===== src/rtl/mem_responder.sv =====
// mem_responder: target-side responder for the en/wr/addr request bus.
// Services requests against an internal register array after wait states.
//
// Ports:
//   clk, rst          clock, async active-high reset
//   en, wr            request valid, 1 = write / 0 = read
//   addr, wdata       word address, write data
//   rdata             read data, held until the next read response
//   ack, err          one-cycle response strobe, out-of-range flag
//   busy              high while waiting; en is ignored then
//   wr_count          saturating count of in-range writes
//   rd_count          saturating count of in-range reads
module mem_responder #(
    parameter int ADDR_W      = 6,
    parameter int DATA_W      = 8,
    parameter int DEPTH       = 48,
    parameter int WAIT_CYCLES = 1
) (
    input  logic              clk,
    input  logic              rst,
    input  logic              en,
    input  logic              wr,
    input  logic [ADDR_W-1:0] addr,
    input  logic [DATA_W-1:0] wdata,
    output logic [DATA_W-1:0] rdata,
    output logic              ack,
    output logic              err,
    output logic              busy,
    output logic [7:0]        wr_count,
    output logic [7:0]        rd_count
);

    typedef enum logic [1:0] {
        IDLE,
        WAIT,
        RESP
    } state_t;

    localparam logic [3:0]      WC   = 4'(WAIT_CYCLES);
    localparam logic [ADDR_W:0] LIM  = (ADDR_W+1)'(DEPTH);

    state_t              state;
    logic [3:0]          cnt;
    logic [ADDR_W-1:0]   a_q;
    logic                wr_q;
    logic [DATA_W-1:0]   d_q;
    logic [DATA_W-1:0]   mem [DEPTH];
    logic                in_range;
    logic                take;

    // Full-width compare: no aliasing of high addresses onto the array.
    assign in_range = {1'b0, a_q} < LIM;

    // A new request is accepted from IDLE, or back-to-back on the
    // edge that completes the previous one.
    assign take = en && (state == IDLE || state == RESP);

    always_ff @(posedge clk or posedge rst) begin
        if (rst) begin
            state    <= IDLE;
            cnt      <= '0;
            a_q      <= '0;
            wr_q     <= 1'b0;
            d_q      <= '0;
            ack      <= 1'b0;
            err      <= 1'b0;
            busy     <= 1'b0;
            rdata    <= '0;
            wr_count <= '0;
            rd_count <= '0;
            for (int i = 0; i < DEPTH; i++) begin
                mem[i] <= '0;
            end
        end else begin
            ack <= 1'b0;
            err <= 1'b0;

            // RESP is the cycle whose closing edge commits the request
            // and raises ack/err for the following cycle.
            if (state == RESP) begin
                ack <= 1'b1;
                err <= !in_range;
                if (in_range) begin
                    if (wr_q) begin
                        mem[a_q] <= d_q;
                        if (wr_count != 8'hFF) begin
                            wr_count <= wr_count + 8'd1;
                        end
                    end else begin
                        rdata <= mem[a_q];
                        if (rd_count != 8'hFF) begin
                            rd_count <= rd_count + 8'd1;
                        end
                    end
                end else if (!wr_q) begin
                    rdata <= '0;
                end
            end

            unique case (1'b1)
                take: begin
                    a_q  <= addr;
                    wr_q <= wr;
                    d_q  <= wdata;
                    cnt  <= WC;
                    if (WC == 4'd0) begin
                        state <= RESP;
                        busy  <= 1'b0;
                    end else begin
                        state <= WAIT;
                        busy  <= 1'b1;
                    end
                end
                state == WAIT: begin
                    if (cnt == 4'd1) begin
                        state <= RESP;
                        busy  <= 1'b0;
                    end else begin
                        cnt <= cnt - 4'd1;
                    end
                end
                default: begin
                    state <= IDLE;
                    busy  <= 1'b0;
                end
            endcase
        end
    end

endmodule


===== config.mk =====
export PLATFORM = sky130hd
export DESIGN_NAME = mem_responder
export DESIGN_NICKNAME = d
export VERILOG_FILES = /design/src/rtl/mem_responder.sv
export SDC_FILE = /design/constraint.sdc
export NUM_CORES = 1
export LEC_CHECK = 0
export BUFFER_PORTS_ARGS = -buffer_cell sky130_fd_sc_hd__buf_4
export CORE_ASPECT_RATIO = 1.75
export CORE_MARGIN = 3
export CORE_UTILIZATION = 57
export DETAILED_ROUTE_END_ITERATION = 12
export GPL_TIMING_DRIVEN = 0
export PLACE_DENSITY = 0.76
export SYNTH_ARGS = -nofsm -noshare
export SYNTH_HDL_FRONTEND = slang
export SYNTH_SLANG_ARGS = --single-unit

===== constraint.sdc =====
create_clock -name clk -period 16.2 [get_ports clk]
set_clock_uncertainty 0.2 [all_clocks]
set_input_delay 3.24 -clock clk [delete_from_list [all_inputs] [get_ports clk]]
set_output_delay 3.24 -clock clk [all_outputs]
set_load 0.1 [all_outputs]

Yosys cells after proc, flatten, opt, wreduce, memory -nomap -nowiden:

Index checks and enable logic that the tools add are counted.

* logic and storage cells: 102
* output and inout bits: 27
* register bits after elaboration: 432
* input bits: 18

* equal/unequal tests: 7
* $lt $le $gt $ge: 3
* bitwise gates (word level): 2
* reductions and logical operators: 11
* muxes and demuxes: 17
* $add $sub $neg: 3

Operators by type and width (count)
* bitwise mux 384 bit: 1
* binary-select mux 8 bit (select 6 bit): 1
* demux 8 bit (select 6 bit): 1
* 2-to-1 mux 8 bit: 6
* adder 8 x 1 -> 8 bit (second input constant): 2
* inequality test 8 bit (second input constant): 2
* one-hot mux 4 bit (2 select lines): 1
* AND reduction 4 bit: 2
* >= comparator 7 bit (second input constant): 1
* < comparator 7 x 1 -> 1 bit (second input constant): 1
* NOT 6 -> 7 bit: 1
* < comparator 6 bit (second input constant): 1
* == test 4 x 1 -> 1 bit (second input constant): 1
* 2-to-1 mux 4 bit: 1
* one-hot mux 2 bit (2 select lines): 1
* AND reduction 2 bit: 2
* subtractor 4 x 1 -> 4 bit (second input constant): 1
* 2-to-1 mux 1 bit: 3
* AND reduction 3 bit: 1
* == test 2 x 1 -> 1 bit (second input constant): 1
* == test 2 bit (second input constant): 1
* logical AND 1 bit: 2
* zero test 2 bit: 1
* 2-to-1 mux 2 bit: 1
* 7 further kinds: 7

Longest topological paths before layout:

* word-level depth: 6
* mapped depth: 9
* depth with buffers taken out: 7

Worst setup path before layout:

No wires, ideal clock.

* kind: input to register
* start point: input port en
* end point: register a_q[3]
* slack: 11.701 ns
* data required time: 15.875 ns
* library setup time: 0.125 ns
* data arrival time: 4.174 ns
* stages on the path: 3
* buffers on the path: 1
* path through: nor2b_1 > clkbuf_1 > mux2_2

* cells in the longest elaborated chain, start to end: 1

Ends and longest elaborated chain
* start: declaration: line 21 `input logic en,`
* logical AND 1 bit: line 56 `assign take = en && (state == IDLE || state == RESP);`
* end signal: assignment: line 102 `a_q <= addr;`
* end: declaration: line 44 `logic [ADDR_W-1:0] a_q;`

Every way passes these cells.
A chain may end at the register's enable or synchronous reset.

Final worst setup path:

* start point: register rdata[4]
* end point: output port rdata[4]

RTL lines
* start: declaration: line 25 `output logic [DATA_W-1:0] rdata,`
* start signal: assignment: line 90 `rdata <= mem[a_q];`

No word-level cell between the ends.

==> reports/qor.txt <==
Reg2Reg Setup Slack: 12.57 ns
I/O pin count: 45
Setup crit end kind: output port
Area of the multi-input gates: 8580 µm²
Vias/cell: 6.64
LEAKAGE: 10.8 nW
Register bit total from synthesis: 432
Async SR Flop Fraction: 100%
Average cell area after synthesis: 14.1 µm²
Post-synthesis cell area: 19900 µm²
DRC: 0
DPL Wire Length: 41200 µm
FF-to-FF path depth: 7
Syn nets: 1432
Synth top area cells: dfrtp_1, mux2_2, mux4_2
Post-CTS Resized: 0
CTS Buffer Depth: 3
Final min period: 4.77 ns
Crit Path Max Fanout: 2
First-pass GRT wire length: 87100 µm
Main synth FF type: dfrtp_1
Grt ovf: 0
Final hold violations: 0
Syn-to-layout area delta: 11.4%
Wirelength per Cell: 30.0 µm
RR Endpoint: rdata[5]
Layout Nets: 1520
Share of post-route cells with drive strength above 1: 41.2%
Largest net degree at the start of global routing: 135
Total Power: 3.75 mW
Top-area cell type share of the netlist area: 54.4%
DRT iter0 DRCs: 1214
Ys Warns: 0
CTS Root Cell: clkbuf_16
Run status: completed
H-tree depth: 2
Critical path startpoint: rdata[4]
Critical-path cell list: buf_4
Vias: 13166
Pre-CTS WS: 10.98 ns
Antenna Violating Nets Remaining: 0
Final WS setup: 11.43 ns
Synth Instances: 1410
Peak supply drop: 133 µV
Std cell rows: 89
Antenna violations before repair: 0
Core Util, Final: 65.0%
Setup crit start kind: flop
FF-to-FF Start: a_q[1]
RSZ-0062 raised after global routing: no
Slowest Stage Delay on Critical Path: 0.43 ns
Critical path depth: 1
Worst skew pair latency: 0.56 ns
Slew HR: 21.0%
Drt pass-1 iters: 8
Post-synth EDFFs: 0
Sequential share of the synthesized area: 54.4%
Die area: 37200 µm²
Register clock-pin slew on the reported worst setup and hold paths: 0.07 ns
Die X: 147 µm
Setup Viol. Count Final: 0
Bufs and invs on worst path: 1
# fillers: 2566
Final Cycle Share: 29.4%
CP top delay family: flip-flops
Max-capacitance violation count: 0
Vias in the first global route: 13757
Initial core utilization: 58.3%
Die Height: 253 µm
Max Clk Rate: 0.210 GHz
Synth unique cells: 66
Top cell type by total area after synthesis: dfrtp_1
Total track usage: 31.9%
Post-CTS Hold Buffers: 0
CTS tree: yes
Slowest stage cell, crit path: dfrtp_1
WP data arrival: 1.33 ns
Hold Crit Class: reg2reg
Seq. cell area: 10800 µm²
IO buf count: 44
Final wirelength: 59400 µm
Area of the core: 34100 µm²
CTS buffer count: 39
Slew @ Worst Pin: 1.18 ns
Max Slew Vio Count: 0
Worst path required time: 12.76 ns
Setup Crit Path Kind: reg2out
Clock Sinks: 432
Crit path capture: rdata[4]
Setup Buffers After CTS: 0
GP Congestion: 0.992
Pwr/cell area: 169 nW/µm²
-- cells by family after synthesis --
| logic type | synth area share [%] |
|---|---|
| simple gates | 5.76 |
| xor+xnor | 0.661 |
| compound gates | 6.21 |
| flops | 54.4 |
| fa+ha+maj | 0.252 |
| buf+inv | 2.49 |
| mux | 30.3 |
-- worst min-delay path by stage --
stage,from,slack [ns],cells past startpoint,to
after global routing,mem[302],0.31,1,mem[302]
after floorplan,mem[122],0.26,1,mem[122]
final,rdata[1],0.28,2,rdata[1]
after global placement,busy,0.27,1,busy
after CTS,rdata[1],0.29,2,rdata[1]
after detailed placement,rdata[1],0.27,2,rdata[1]
-- cells in the mapped netlist (all sizes together) (3+ instances only) --
master,count
nand2,66
xnor2,9
or3b,3
nor3,7
xor2,6
o21ai,31
nor2b,6
ha,4
and2,4
a22o,10
o22ai,30
a31oi,3
buf,38
a221o,3
nor2,59
nand4,6
a221oi,48
mux2i,58
nor3b,3
nand3,9
clkbuf,58
inv,8
a21oi,14
mux2,409
dfrtp,432
a41oi,4
mux4,34
a22oi,18
nand2b,6
and3,3
-- layer usage --
metal | wire, µm | global-route usage [%]
met2 | 29000 | 53.5
met5 | 0 | 0
met4 | 5540 | 23.6
met3 | 3790 | 5.10
met1 | 21100 | 36.8
-- flip-flops by register name (all words and copies together) (netlist names) --
name	count
a_q	6
ack	1
busy	1
cnt	4
d_q	8
err	1
mem	384
rd_count	8
rdata	8
state	2
wr_count	8
wr_q	1
-- cell type report --
class,instances,share of cell area [%]
clock inverter,10,0.554
multi-input combinational,874,38.7
tap,455,2.57
sequential,432,48.8
timing repair buffer,47,1.87
inverter,8,0.226
buffer,96,2.04
clock buffer,59,5.16
antenna,1,0.0113
-- stage by stage --
| stage | area [µm²] | setup TNS, ns | hold slack [ns] | std cells |
|---|---|---|---|---|
| global placement | 20800 | -1346.27 | 0.269 | 1909 |
| finish | 22100 | 0 | 0.279 | 1982 |
| global route | 22100 | 0 | 0.314 | 1981 |
| detailed placement | 20900 | 0 | 0.274 | 1912 |
| floorplan | 19900 | 0 | 0.264 | 1410 |
| CTS | 22100 | 0 | 0.288 | 1981 |
-- report_power, final --
part           switching (mW)  internal, mW  total, mW
Combinational           0.981         0.434       1.42
Sequential              0.126          1.27       1.40
Clock                   0.414         0.522      0.937
Total                    1.52          2.23       3.75
-- layout by cell type, fill, tap and decap left out, types with 6 or more instances in the layout --
master       n
a21oi_1     14
a221oi_1    48
a22o_1      10
a22oi_1     18
buf_2       24
buf_4       48
clkbuf_1    70
clkbuf_16   40
clkbuf_8     7
dfrtp_1    432
mux2_1      15
mux2_2     378
mux2_4      16
mux2i_1     58
mux4_2      33
nand2_1     44
nand2_4     18
nand2b_1     6
nand3_1      8
nor2_1      33
nor2_2      21
o21ai_0     30
o22ai_1     30
xnor2_1      9
xor2_1       6
Power figures use the tool's default switching activity.
